<file path="src/rtl/ser_load_ctrl_if.sv">
// Bus bundle for the serial word loader.
//   master: drives start, abort, sdi, sdi_valid; observes count, wr_en, bit_out, busy, done
//   slave : the loader itself (ser_load_ctrl)
interface ser_load_ctrl_if #(
    parameter int unsigned CNT_W = 4
);
    logic             start;
    logic             abort;
    logic             sdi;
    logic             sdi_valid;
    logic [CNT_W-1:0] count;
    logic             wr_en;
    logic             bit_out;
    logic             busy;
    logic             done;

    modport master (
        output start, abort, sdi, sdi_valid,
        input  count, wr_en, bit_out, busy, done
    );

    modport slave (
        input  start, abort, sdi, sdi_valid,
        output count, wr_en, bit_out, busy, done
    );
endinterface

</file>
<file path="src/rtl/ser_load_ctrl.sv">
// Serial word loader: accepts WORD_BITS serial bits (LSB first) and emits one
// registered write strobe per accepted bit together with its bit index, for a
// downstream demultiplexer. Pulses done for one cycle after the last strobe.
//   clk      : rising-edge clock
//   rst      : asynchronous active-high reset
//   bus      : ser_load_ctrl_if.slave
//              in : start, abort, sdi, sdi_valid
//              out: count (bit index), wr_en, bit_out, busy, done (all registered)
module ser_load_ctrl #(
    parameter int unsigned WORD_BITS = 16,
    parameter int unsigned CNT_W     = 4
) (
    input  logic               clk,
    input  logic               rst,
    ser_load_ctrl_if.slave     bus
);
    typedef enum logic [1:0] {
        IDLE = 2'd0,
        LOAD = 2'd1,
        DONE = 2'd2
    } state_t;

    localparam logic [CNT_W-1:0] LAST_IDX = CNT_W'(WORD_BITS - 1);

    state_t           state_q;
    logic [CNT_W-1:0] idx_q;
    logic [CNT_W-1:0] count_q;
    logic             wr_en_q;
    logic             bit_out_q;
    logic             busy_q;
    logic             done_q;
    // Set on acceptance of the last bit: the final strobe cycle is still LOAD,
    // so the done pulse lands in the following cycle rather than on the strobe.
    logic             last_q;

    logic start_ok;

    // abort blocks a start sampled in the same cycle
    assign start_ok = bus.start && !bus.abort;

    // Loader FSM with registered outputs
    always_ff @(posedge clk or posedge rst) begin
        if (rst) begin
            state_q   <= IDLE;
            idx_q     <= '0;
            count_q   <= '0;
            wr_en_q   <= 1'b0;
            bit_out_q <= 1'b0;
            busy_q    <= 1'b0;
            done_q    <= 1'b0;
            last_q    <= 1'b0;
        end else begin
            wr_en_q <= 1'b0;
            done_q  <= 1'b0;
            case (state_q)
                IDLE: begin
                    if (start_ok) begin
                        state_q <= LOAD;
                        idx_q   <= '0;
                        busy_q  <= 1'b1;
                    end
                end
                LOAD: begin
                    if (bus.abort) begin
                        state_q <= IDLE;
                        idx_q   <= '0;
                        busy_q  <= 1'b0;
                        last_q  <= 1'b0;
                    end else if (last_q) begin
                        state_q <= DONE;
                        busy_q  <= 1'b0;
                        done_q  <= 1'b1;
                        last_q  <= 1'b0;
                    end else if (bus.sdi_valid) begin
                        bit_out_q <= bus.sdi;
                        count_q   <= idx_q;
                        wr_en_q   <= 1'b1;
                        // modulo wrap back to 0 after the last bit
                        idx_q     <= idx_q + CNT_W'(1);
                        if (idx_q == LAST_IDX) begin
                            last_q <= 1'b1;
                        end
                    end
                end
                DONE: begin
                    if (start_ok) begin
                        state_q <= LOAD;
                        idx_q   <= '0;
                        busy_q  <= 1'b1;
                    end else begin
                        state_q <= IDLE;
                    end
                end
                default: begin
                    state_q <= IDLE;
                    busy_q  <= 1'b0;
                    last_q  <= 1'b0;
                end
            endcase
        end
    end

    assign bus.count   = count_q;
    assign bus.wr_en   = wr_en_q;
    assign bus.bit_out = bit_out_q;
    assign bus.busy    = busy_q;
    assign bus.done    = done_q;
endmodule

</file>
<file path="src/flat_wrapper.sv">
// flat-port wrapper written by rule: the top's interface ports become plain ports
module ser_load_ctrl_flat 
#(
    parameter int unsigned WORD_BITS = 16,
    parameter int unsigned CNT_W     = 4
)
  (clk, rst, bus_start, bus_abort, bus_sdi, bus_sdi_valid, bus_count, bus_wr_en, bus_bit_out, bus_busy, bus_done);
  ser_load_ctrl_if #(.CNT_W(CNT_W)) bus_i ();
  input  logic clk;
  input  logic rst;
  input wire logic [$bits(bus_i.start)-1:0] bus_start;
  input wire logic [$bits(bus_i.abort)-1:0] bus_abort;
  input wire logic [$bits(bus_i.sdi)-1:0] bus_sdi;
  input wire logic [$bits(bus_i.sdi_valid)-1:0] bus_sdi_valid;
  output wire logic [$bits(bus_i.count)-1:0] bus_count;
  output wire logic [$bits(bus_i.wr_en)-1:0] bus_wr_en;
  output wire logic [$bits(bus_i.bit_out)-1:0] bus_bit_out;
  output wire logic [$bits(bus_i.busy)-1:0] bus_busy;
  output wire logic [$bits(bus_i.done)-1:0] bus_done;
  assign bus_i.start = bus_start;
  assign bus_i.abort = bus_abort;
  assign bus_i.sdi = bus_sdi;
  assign bus_i.sdi_valid = bus_sdi_valid;
  assign bus_count = bus_i.count;
  assign bus_wr_en = bus_i.wr_en;
  assign bus_bit_out = bus_i.bit_out;
  assign bus_busy = bus_i.busy;
  assign bus_done = bus_i.done;
  ser_load_ctrl #(.WORD_BITS(WORD_BITS), .CNT_W(CNT_W)) u_core (.clk(clk), .rst(rst), .bus(bus_i));
endmodule
</file>
<file path="config.mk">
export PLATFORM = sky130hd
export DESIGN_NAME = ser_load_ctrl_flat
export DESIGN_NICKNAME = d
export VERILOG_FILES = /design/src/rtl/ser_load_ctrl_if.sv /design/src/rtl/ser_load_ctrl.sv /design/src/flat_wrapper.sv
export SDC_FILE = /design/constraint.sdc
export NUM_CORES = 1
export LEC_CHECK = 0
export ABC_AREA = 1
export BUFFER_PORTS_ARGS = -buffer_cell sky130_fd_sc_hd__buf_4
export CORE_ASPECT_RATIO = 0.9
export CORE_UTILIZATION = 45
export CTS_CLUSTER_DIAMETER = 60
export CTS_CLUSTER_SIZE = 20
export DETAILED_ROUTE_END_ITERATION = 8
export GPL_TIMING_DRIVEN = 0
export PLACE_DENSITY = 0.76
export SYNTH_ARGS = -nofsm -noshare
export SYNTH_HDL_FRONTEND = slang
export SYNTH_SLANG_ARGS = --single-unit
</file>
<file path="constraint.sdc">
create_clock -name clk -period 2 [get_ports clk]
set_clock_uncertainty 0.05 [all_clocks]
set_input_delay 0.1 -clock clk [delete_from_list [all_inputs] [get_ports clk]]
set_output_delay 0.1 -clock clk [all_outputs]
set_load 0.05 [all_outputs]
</file>
Yosys cells after proc, flatten, opt, wreduce, memory -nomap -nowiden. Cells that the tools add are included.

Add/sub/neg operators: 1. Bitwise gates (word level): 2. Reduce and logical (&&, ||, !) cells: 9. Muxes and demuxes: 26. Equality and inequality tests: 8.

Operators with widths (number): 4-bit two-way mux (4); 1-bit two-way mux (15); 4-bit case mux with 2 select lines (1); 4-bit AND reduction (2); 2-bit two-way mux (3); 3-bit != test, second input constant (2); 2-bit case mux with 3 select lines (1); 4-bit by 1-bit adder with 4-bit output, second input constant (1); 4-bit == test, second input constant (1); 2-bit by 1-bit != test with 1-bit output, second input constant (2); 1-bit case mux with 2 select lines (2); 2-bit AND reduction (2); 3-bit by 2-bit != test with 1-bit output, second input constant (1); 2-bit by 1-bit == test with 1-bit output, second input constant (1); 2-bit == test, second input constant (1); 2-bit logical NOT (1); 1-bit inverter (2); 2-bit nonzero test (1); 2-bit OR reduction (1); 1-bit logical AND (1); 1-bit logical NOT (1).

Output and inout bits: 8. Logic and storage cells: 54. Register bits: 15. Bits of input ports: 6.

Logic depth before layout (Yosys ltp). Gate-level depths: netlist (run 1).

Depth after elaboration: 6. Gate-level depth with buffers: 7. Depth with buffers taken out: 7.

Worst setup path after synthesis (run 1). No wires, ideal clock.

Path type: register -> register. Start point: register u_core.idx_q[0]. End point: register u_core.idx_q[2]. Cell stages (with the launch flop): 8. Buffers on the path: 0. Data required time: 1.834 ns. Arrival: 0.867 ns. Library setup time: 0.116 ns. Clock period less this slack: 1.034 ns. Slack: 0.966 ns. Cells stage by stage: dfrtp_1 > ha_1 > inv_1 > nand2_1 > nand3_1 > nor2_1 > nand2_1 > nand2_1.

Word-level cells in the longest chain between the ends: 5.

Ends and longest elaborated chain: start: declaration (line ser_load_ctrl.sv:26) `logic [CNT_W-1:0] idx_q;`; start signal: assignment (line ser_load_ctrl.sv:79) `idx_q <= idx_q + CNT_W'(1);`; 4-bit by 1-bit adder with 4-bit output (line ser_load_ctrl.sv:79); 4-bit two-way mux (line ser_load_ctrl.sv:74) `end else if (bus.sdi_valid) begin`; 4-bit two-way mux (line ser_load_ctrl.sv:69) `end else if (last_q) begin`; 4-bit two-way mux (line ser_load_ctrl.sv:64) `if (bus.abort) begin`; 4-bit case mux with 2 select lines (line ser_load_ctrl.sv:55) `case (state_q)`.

Every way passes these cells. The select of a mux whose other input is x is not followed. A chain may end at the register's enable or synchronous reset.

Worst setup path in the final report (run 1). Same ends and word-level chain as after synthesis.

==> flow_metrics.tcl, run 1 <==
set metrics [dict create \
    synth-seq-cells 15 \
    worst-r2r-cell-count 7 \
    syn_nets 91 \
    gr-total-overflow 0 \
    final_util_pct 60.4 \
    drt_iter0_markers 10 \
    antenna_found_initial 0 \
    area_growth_pct 22.5 \
    drc 0 \
    numCtsBuffers 3 \
    powerDensity_nw_per_um2 796 \
    start_kind "register" \
    critPathKind "reg2reg" \
    viasPerCell 4.96 \
    layout_commonest_cell "nand2_1" \
    ios 14 \
    dieArea_um2 1770 \
    post-cts-setup-buffers 0 \
    r2r-end "u_core.idx_q[2]" \
    antennaDiodeCount 0 \
    cp_max_fo 5 \
    arrival_ns 1.28 \
    place_ws_ns 0.900 \
    core_area_um2 1460 \
    grt_pass1_wl_mm 2.13 \
    wl_per_cell_um 10.9 \
    synth_cell_type_count 16 \
    required_ns 2.14 \
    drive_gt1_share_pct 25.2 \
    end_kind "register" \
    port-buffer-count 13 \
    ctsHoldBuffers 2 \
    clk_latency_ns 0.29 \
    hold_viol_final 0 \
    cts_resized 0 \
    clock-sinks 15 \
    r2r_setup_slack_ns 0.86 \
    timing.fmax_mhz 876 \
    nNetsFinal 111 \
    initial_core_util_pct 49.3 \
    cp-endpoint "u_core.idx_q[2]" \
    max_slew_margin_pct 64.2 \
    cts_buffer_depth 2 \
    wirelength_mm 1.29 \
    critPathLaunch "u_core.idx_q[0]" \
    dr.pass1.iters 4 \
    yosysSeqAreaShare_pct 52.0 \
    grt_pass1_vias 530 \
    path_clk_slew_ns 0.08 \
    period_minus_slack_ns 1.14 \
    cts_tree "done" \
    die_w_um 44.2 \
    vdd_drop_max_v 0.000426 \
    leakagePower_nw 0.503 \
    cap_viol_max_count 0 \
    setup-violations-final 0 \
    tns_ns 0 \
    hold_class "in2reg" \
    slew_viol_final 0 \
    htreeDepth 1 \
    max_slew.worst_pin.slew_ns 0.536 \
    postSynthCellCount 84 \
    avgSynthCellArea_um2 8.59 \
    final.setup.worst_slack_ns 0.859 \
    ys_warn_count 0 \
    status "completed" \
    place_congestion 0.770 \
    hpwl_um 876 \
    rows 13 \
    vias 585 \
    netlist_area_um2 722 \
    die_h_um 40 \
    cts-root-buf "clkbuf_4" \
    timing.rr.start "u_core.idx_q[0]" \
    antenna_left 0 \
    fin_crit_sh_pct 57.0 \
    rsz0062_at_grt "no" \
    grt_max_degree 16 \
    grtUsageTotal_pct 17.6 \
    final_cell_mix "35 x nand2_1, 15 x dfrtp_1, 13 x buf_4" \
]
[worst max-delay path, cell delays in order (launching register included)]
cell and delay [ns]:
dfrtp_1 0.43, ha_1 0.22, inv_1 0.06, nand2_1 0.06, nand3_1 0.07, nor2_1 0.04, nand2_1 0.06, nand2_1 0.05
[metrics by stage]
stage	hold slack [ns]	std cells	area, um^2	power (W)
after CTS	0.0382	118	885	0.000709
final	0.0357	118	885	0.000704
after detailed placement	0.138	112	838	0.000534
after floorplan	-0.0485	84	722	0.000479
after global routing	0.0421	118	885	0.000742
after global placement	0.129	112	838	0.000531
[sequential cells by signal (all words and copies together), names as in the netlist]
| name | count |
|---|---|
| u_core.bus.wr_en | 1 |
| u_core.idx_q | 4 |
| u_core.bus.bit_out | 1 |
| u_core.bus.busy | 1 |
| u_core.bus.count | 4 |
| u_core.bus.done | 1 |
| u_core.state_q | 2 |
| u_core.last_q | 1 |
[report_power, final]
| group | total, W | internal, W | switching, W |
|---|---|---|---|
| registers | 0.000347 | 0.000328 | 0.0000188 |
| logic | 0.000183 | 0.0000561 | 0.000127 |
| clock network | 0.000174 | 0.0000777 | 0.0000967 |
[metal layers]
layer,share of wire (%),vias up,track usage (%)
li1,-,296,-
met1,42,268,20.2
met2,51,17,30.1
met3,4.0,4,4.05
met4,2.8,0,11.4
met5,0,-,0
[cells by family after synthesis]
group / after synthesis / share of synthesized area, %
buffers and inverters: 10 / 5.20
flip-flops: 15 / 52.0
adder cells (fa/ha/maj): 1 / 1.73
XOR/XNOR: 1 / 1.21
AND/OR/NAND/NOR: 51 / 35.7
AO/OA/AOI/OAI: 6 / 4.16
[cell usage after synthesis]
master | n | area share, %
inv_2 | 2 | 1.0
nand3_1 | 3 | 2.1
inv_1 | 8 | 4.2
ha_1 | 1 | 1.7
nand2_1 | 35 | 18
dfrtp_1 | 15 | 52
nand2_2 | 2 | 1.7
xnor2_1 | 1 | 1.2
nand3_4 | 1 | 2.4
nor2_1 | 5 | 2.6
nor2_4 | 1 | 1.6
nand2_4 | 1 | 1.6
nand3_2 | 2 | 2.8
o21ai_0 | 5 | 3.5
nor2_8 | 1 | 2.8
o21ai_1 | 1 | 0.69
[final cells by class]
cell class	count	area, um^2
Fill cell	127	579
Sequential cell	15	375
Multi-Input combinational cell	59	309
Timing Repair Buffer	15	118
Inverter	10	37.5
Clock buffer	4	26.3
Tap cell	15	18.8
[how the worst min path moves through the flow]
| stage | start | endpoint | slack [ns] | cells past startpoint |
|---|---|---|---|---|
| floorplan | rst | u_core.bus.bit_out | -0.05 | 1 |
| global placement | rst | u_core.last_q | 0.13 | 2 |
| detailed placement | rst | u_core.bus.done | 0.14 | 2 |
| CTS | bus_start | u_core.state_q[0] | 0.04 | 3 |
| global route | bus_start | u_core.state_q[0] | 0.04 | 3 |
| finish | bus_start | u_core.state_q[0] | 0.04 | 3 |
No activity file was read; power rests on OpenSTA's default activity.
==> inputs of run 2 (changes only) <==
==> constraint.sdc (replaced) <==
create_clock -name clk -period 1.17 [get_ports clk]
set_clock_uncertainty 0.05 [all_clocks]
set_input_delay 0.0585 -clock clk [delete_from_list [all_inputs] [get_ports clk]]
set_output_delay 0.0585 -clock clk [all_outputs]
set_load 0.05 [all_outputs]
==> flow_metrics.tcl, run 2 (synthesis results as in run 1) <==
set metrics [dict create \
    rsz0062_at_grt "yes" \
    postLayoutCellArea_um2 923 \
    setup-violations-final 0 \
    viasPerCell 5.02 \
    rows 13 \
    grt_pass1_wl_mm 2.15 \
    die_w_um 44.2 \
    holdCritStartpoint "bus_abort" \
    slowest_stage "dfrtp_1" \
    cts_tree "done" \
    end_kind "register" \
    cap_viol_max_count 0 \
    layout_commonest_cell "nand2_1" \
    nNetsFinal 114 \
    max_slew_margin_pct 63.5 \
    arrival_ns 1.24 \
    worstPathCellList "inv_2 -> nand3_4 -> o21ai_0 -> nand2_1" \
    fin_crit_sh_pct 94.3 \
    drt_iter0_markers 15 \
    multi_input_area_um2 329 \
    area_growth_pct 27.9 \
    worst-r2r-cell-count 4 \
    wl_per_cell_um 11.2 \
    leakagePower_nw 0.511 \
    ios 14 \
    period_minus_slack_ns 1.10 \
    wirelength_mm 1.36 \
    regArea_um2 377 \
    place_congestion 0.770 \
    core_area_um2 1460 \
    clk_latency_ns 0.29 \
    vdd_drop_max_v 0.000740 \
    r2r_setup_slack_ns 0.07 \
    clock-sinks 15 \
    cts_buffer_depth 2 \
    vias 607 \
    dieArea_um2 1770 \
    antenna_left 0 \
    start_kind "register" \
    final_util_pct 63.1 \
    powerDensity_nw_per_um2 1330 \
    critPathTopFamily "flip-flops" \
    path_clk_slew_ns 0.09 \
    numCtsBuffers 3 \
    final_cell_mix "34 x nand2_1, 14 x buf_4, 14 x dfrtp_1" \
    grt_pass1_vias 535 \
    timing.critical_path.buf_inv 1 \
    hold_viol_final 0 \
    worstSetupPathDepth 4 \
    grt_max_degree 16 \
    max_slew.worst_pin.slew_ns 0.546 \
    dr.pass1.iters 4 \
    initial_core_util_pct 49.3 \
    drc 0 \
    holdPathEnd "u_core.state_q[0]" \
    htreeDepth 1 \
    die_h_um 40 \
    gr-total-overflow 0 \
    hold_class "in2reg" \
    placed_cells 112 \
    hold_depth 4 \
    hpwl_um 876 \
    fillCellCount 120 \
    required_ns 1.30 \
    r2r-end "u_core.bus.count[0]" \
    antenna_found_initial 0 \
    placed_area_um2 838 \
    port-buffer-count 13 \
    slew_viol_final 0 \
    timing.fmax_mhz 906 \
    layout.cells.non_filler 121 \
    critPathKind "reg2reg" \
    timing.rr.start "u_core.last_q" \
    antennaDiodeCount 0 \
    status "completed" \
    cts-root-buf "clkbuf_4" \
    cpPeakStageDelay_ns 0.38 \
    cp_max_fo 7 \
    grtUsageTotal_pct 17.8 \
    drive_gt1_share_pct 32.1 \
]
run 2: cell count changes in the layout (fill, tap and decap cells not counted), moves of 2 or more:
cell,previous run,this run
o21ai_0,5,2
inv_1,8,6
inv_2,2,4
o21ai_1,1,3
run 2: worst reg2reg max path, delay by kind of cell (launching register included):
kind,cells,cell delay (ns)
and+or+nand+nor,2,0.23
DFF,1,0.38
AOI/OAI and AO/OA,1,0.22
buffers and inverters,1,0.11
run 2: layout make-up:
type | count | area share, %
Tap cell | 15 | 2.03
Inverter | 10 | 4.07
Clock buffer | 4 | 2.85
Timing Repair Buffer | 17 | 14.6
Sequential cell | 15 | 40.8
Multi-Input combinational cell | 60 | 35.6
run 2: timing repair:
item,in CTS,in global routing
resized for setup,0,9
setup endpoints to repair,0,5
setup buffers,0,1
hold buffers,3,0
hold endpoints to repair,17,0
run 2: layer usage:
layer  track usage [%]  part of all wire [%]  wire [um]
met5                 0                     0          0
met2              30.5                    50        677
met4              11.4                   3.4         46
met3              4.05                   2.5         34
met1              20.5                    44        602
run 2: per-stage QoR:
stage | setup TNS, ns | power (W) | hold slack, ns | setup slack [ns]
2_1_floorplan | 0 | 0.000819 | -0.0900 | 0.136
3_3_place_gp | 0 | 0.000907 | 0.0874 | 0.0770
4_1_cts | 0 | 0.00121 | 0.0185 | 0.0182
3_5_place_dp | 0 | 0.000913 | 0.0967 | 0.0697
5_1_grt | -0.0682 | 0.00128 | 0.0244 | -0.0302
6_report | 0 | 0.00122 | 0.0166 | 0.0667
run 2: how the worst max path moves through the flow:
stage	start	to	slack (ns)
finish	u_core.last_q	u_core.bus.count[0]	0.07
detailed placement	u_core.idx_q[0]	u_core.idx_q[2]	0.07
CTS	u_core.idx_q[0]	u_core.idx_q[2]	0.02
global route	u_core.idx_q[0]	u_core.idx_q[2]	-0.03
floorplan	u_core.idx_q[0]	u_core.idx_q[2]	0.14
global placement	u_core.idx_q[0]	u_core.idx_q[2]	0.08
run 2: power by group:
part,leakage [nW],switching [W],internal [W]
Sequential,0.203,0.0000334,0.000562
Clock,0.0150,0.000170,0.000133
Combinational,0.293,0.000226,0.0000999
==> inputs of run 3 (changes only) <==
--- a/config.mk
+++ b/config.mk
@@ -5,7 +5,6 @@
 export SDC_FILE = /design/constraint.sdc
 export NUM_CORES = 1
 export LEC_CHECK = 0
-export ABC_AREA = 1
 export BUFFER_PORTS_ARGS = -buffer_cell sky130_fd_sc_hd__buf_4
 export CORE_ASPECT_RATIO = 0.9
 export CORE_UTILIZATION = 45
@@ -13,7 +12,7 @@
 export CTS_CLUSTER_SIZE = 20
 export DETAILED_ROUTE_END_ITERATION = 8
 export GPL_TIMING_DRIVEN = 0
-export PLACE_DENSITY = 0.76
+export PLACE_DENSITY = 0.77
 export SYNTH_ARGS = -nofsm -noshare
 export SYNTH_HDL_FRONTEND = slang
 export SYNTH_SLANG_ARGS = --single-unit
==> flow_metrics.tcl, run 3 <==
set metrics [dict create \
    wl_per_cell_um 13.2 \
    place_ws_ns -0.138 \
    holdCritStartpoint "bus_abort" \
    placed_cells 87 \
    grt_pass1_wl_mm 2.30 \
    antennaDiodeCount 0 \
    required_ns 1.33 \
    grtUsageTotal_pct 20.4 \
    holdPathEnd "u_core.bus.busy" \
    dr.pass1.iters 4 \
    area_growth_pct 44.7 \
    powerDensity_nw_per_um2 1220 \
    port-buffer-count 13 \
    place_congestion 0.808 \
    synth_top_area_share_pct 57.6 \
    die_h_um 38.1 \
    synth-seq-cells 15 \
    dieArea_um2 1600 \
    setup-violations-final 8 \
    cpPeakStageDelay_ns 0.44 \
    gr-total-overflow 0 \
    antenna_found_initial 0 \
    cts_buffer_depth 2 \
    ys_warn_count 0 \
    ios 14 \
    violations "setup timing" \
    slew_viol_final 0 \
    timing.rr.start "u_core.state_q[1]" \
    drt_iter0_markers 19 \
    hold_depth 3 \
    max_slew.worst_pin.slew_ns 0.561 \
    worstPathCellList "nor2_4 -> nand3_4 -> clkinv_4 -> a41oi_2 -> a31oi_1" \
    core_area_um2 1290 \
    arrival_ns 1.38 \
    start_kind "register" \
    final.setup.worst_slack_ns -0.0524 \
    rsz0062_at_grt "yes" \
    cts-root-buf "clkbuf_4" \
    drive_gt1_share_pct 40.2 \
    netlist_area_um2 652 \
    grt_max_degree 16 \
    period_minus_slack_ns 1.22 \
    postLayoutCellArea_um2 943 \
    antenna_left 0 \
    status "complete, but fails checks" \
    synth_cell_type_count 23 \
    path_clk_slew_ns 0.09 \
    slowest_stage "dfrtp_1" \
    timing.critical_path.buf_inv 1 \
    cts_tree "done" \
    hold_viol_final 0 \
    yosys.area.top_type "dfrtp_1" \
    r2r_setup_slack_ns -0.05 \
    htreeDepth 1 \
    synthTopCellsByArea "dfrtp_1 58%, nand2_1 8.6%, mux2i_1 3.1%" \
    viasPerCell 5.18 \
    hold_class "in2reg" \
    initial_core_util_pct 50.5 \
    clk_latency_ns 0.29 \
    timing.fmax_mhz 818 \
    die_w_um 42.1 \
    clock-sinks 15 \
    grt_pass1_vias 532 \
    wirelength_mm 1.40 \
    numCtsBuffers 3 \
    layout.cells.non_filler 106 \
    rows 12 \
    synth-edff-count 0 \
    yosysSeqAreaShare_pct 57.6 \
    leakagePower_nw 0.474 \
    vias 549 \
    postSynthCellCount 60 \
    end_kind "register" \
    final_cell_mix "23 x buf_4, 15 x nand2_1, 15 x dfrtp_1" \
    critPathKind "reg2reg" \
    fin_crit_sh_pct 104 \
    syn_nets 67 \
    async_flop_share_pct 100 \
    r2r-end "u_core.idx_q[3]" \
    critPathTopFamily "flip-flops" \
    avgSynthCellArea_um2 10.9 \
    nNetsFinal 100 \
    cap_viol_max_count 0 \
    drc 0 \
    max_slew_margin_pct 62.5 \
    layout_commonest_cell "buf_4" \
    synth_top_flop_cell "dfrtp_1" \
    tns_ns -0.226 \
    worst-r2r-cell-count 5 \
    placed_area_um2 767 \
    yosys-top-cells-count "15 x dfrtp_1, 15 x nand2_1, 3 x inv_1, 3 x o21ai_0" \
    final_util_pct 73.1 \
    cp_max_fo 7 \
    vdd_drop_max_v 0.000792 \
]
## run 3: changes by cell type after synthesis, sizes merged, moves of 2 or more
cell	delta
nand2	-23
inv	-7
nor2	-5
nand3	-4
a21oi	+2
a31oi	+2
mux2i	+2
nor2b	+2
nor3b	+2
o21ai	-2
or2b	+2
## run 3: layout make-up
type	count	area (um^2)
Sequential cell	15	375
Fill cell	98	348
Multi-Input combinational cell	41	285
Timing Repair Buffer	27	213
Clock buffer	3	22.5
Inverter	4	20.0
Tap cell	14	17.5
Clock inverter	1	5.00
Timing Repair inverter	1	5.00
## run 3: worst reg2reg max path, cell delays in order, from the launching register on
cell      delay [ns]
dfrtp_1         0.44
nor2_4          0.17
nand3_4         0.14
clkinv_4        0.10
a41oi_2         0.08
a31oi_1         0.16
## run 3: power breakdown
group	leakage (nW)	internal (W)	total (W)	switching (W)
logic	0.255	0.000108	0.000276	0.000168
registers	0.201	0.000554	0.000580	0.0000260
clock network	0.0177	0.000127	0.000293	0.000166
## run 3: cells by family after synthesis
| family | Yosys count | share of synthesized area, % |
|---|---|---|
| DFF | 15 | 57.6 |
| buffers and inverters | 4 | 3.07 |
| and+or+nand+nor | 28 | 24.4 |
| muxes | 2 | 3.07 |
| adders and majority gates | 1 | 1.92 |
| AOI/OAI and AO/OA | 10 | 9.98 |
## run 3: timing repair
action	4_1_cts	5_1_grt
endpoints found under the hold margin	17	0
endpoints found under the setup margin	10	12
cloned	1	0
hold buffers	4	0
setup buffers	10	0
pin swaps	2	1
resized for setup	2	5
## run 3: worst max path at each step
stage,start,cells after the start,slack (ns),endpoint
2_1_floorplan,u_core.state_q[0],5,0.03,u_core.idx_q[3]
3_3_place_gp,u_core.state_q[0],5,-0.10,u_core.idx_q[3]
3_5_place_dp,u_core.state_q[0],5,-0.14,u_core.idx_q[3]
4_1_cts,u_core.state_q[0],5,-0.02,u_core.idx_q[3]
5_1_grt,u_core.state_q[0],5,-0.18,u_core.idx_q[3]
6_report,u_core.state_q[1],5,-0.05,u_core.idx_q[3]
## run 3: per-stage QoR
step           hold slack [ns]  power (W)
6_report                0.0465    0.00115
5_1_grt                 0.0536    0.00121
4_1_cts                 0.0411    0.00115
3_5_place_dp            0.0985   0.000819
3_3_place_gp            0.0953   0.000815
2_1_floorplan          -0.0900   0.000744
## run 3: routing by layer
layer,GRT usage [%],part of all wire [%]
met5,0,0
met4,7.81,0.57
met3,6.60,5.1
met2,35.2,50
met1,24.2,44
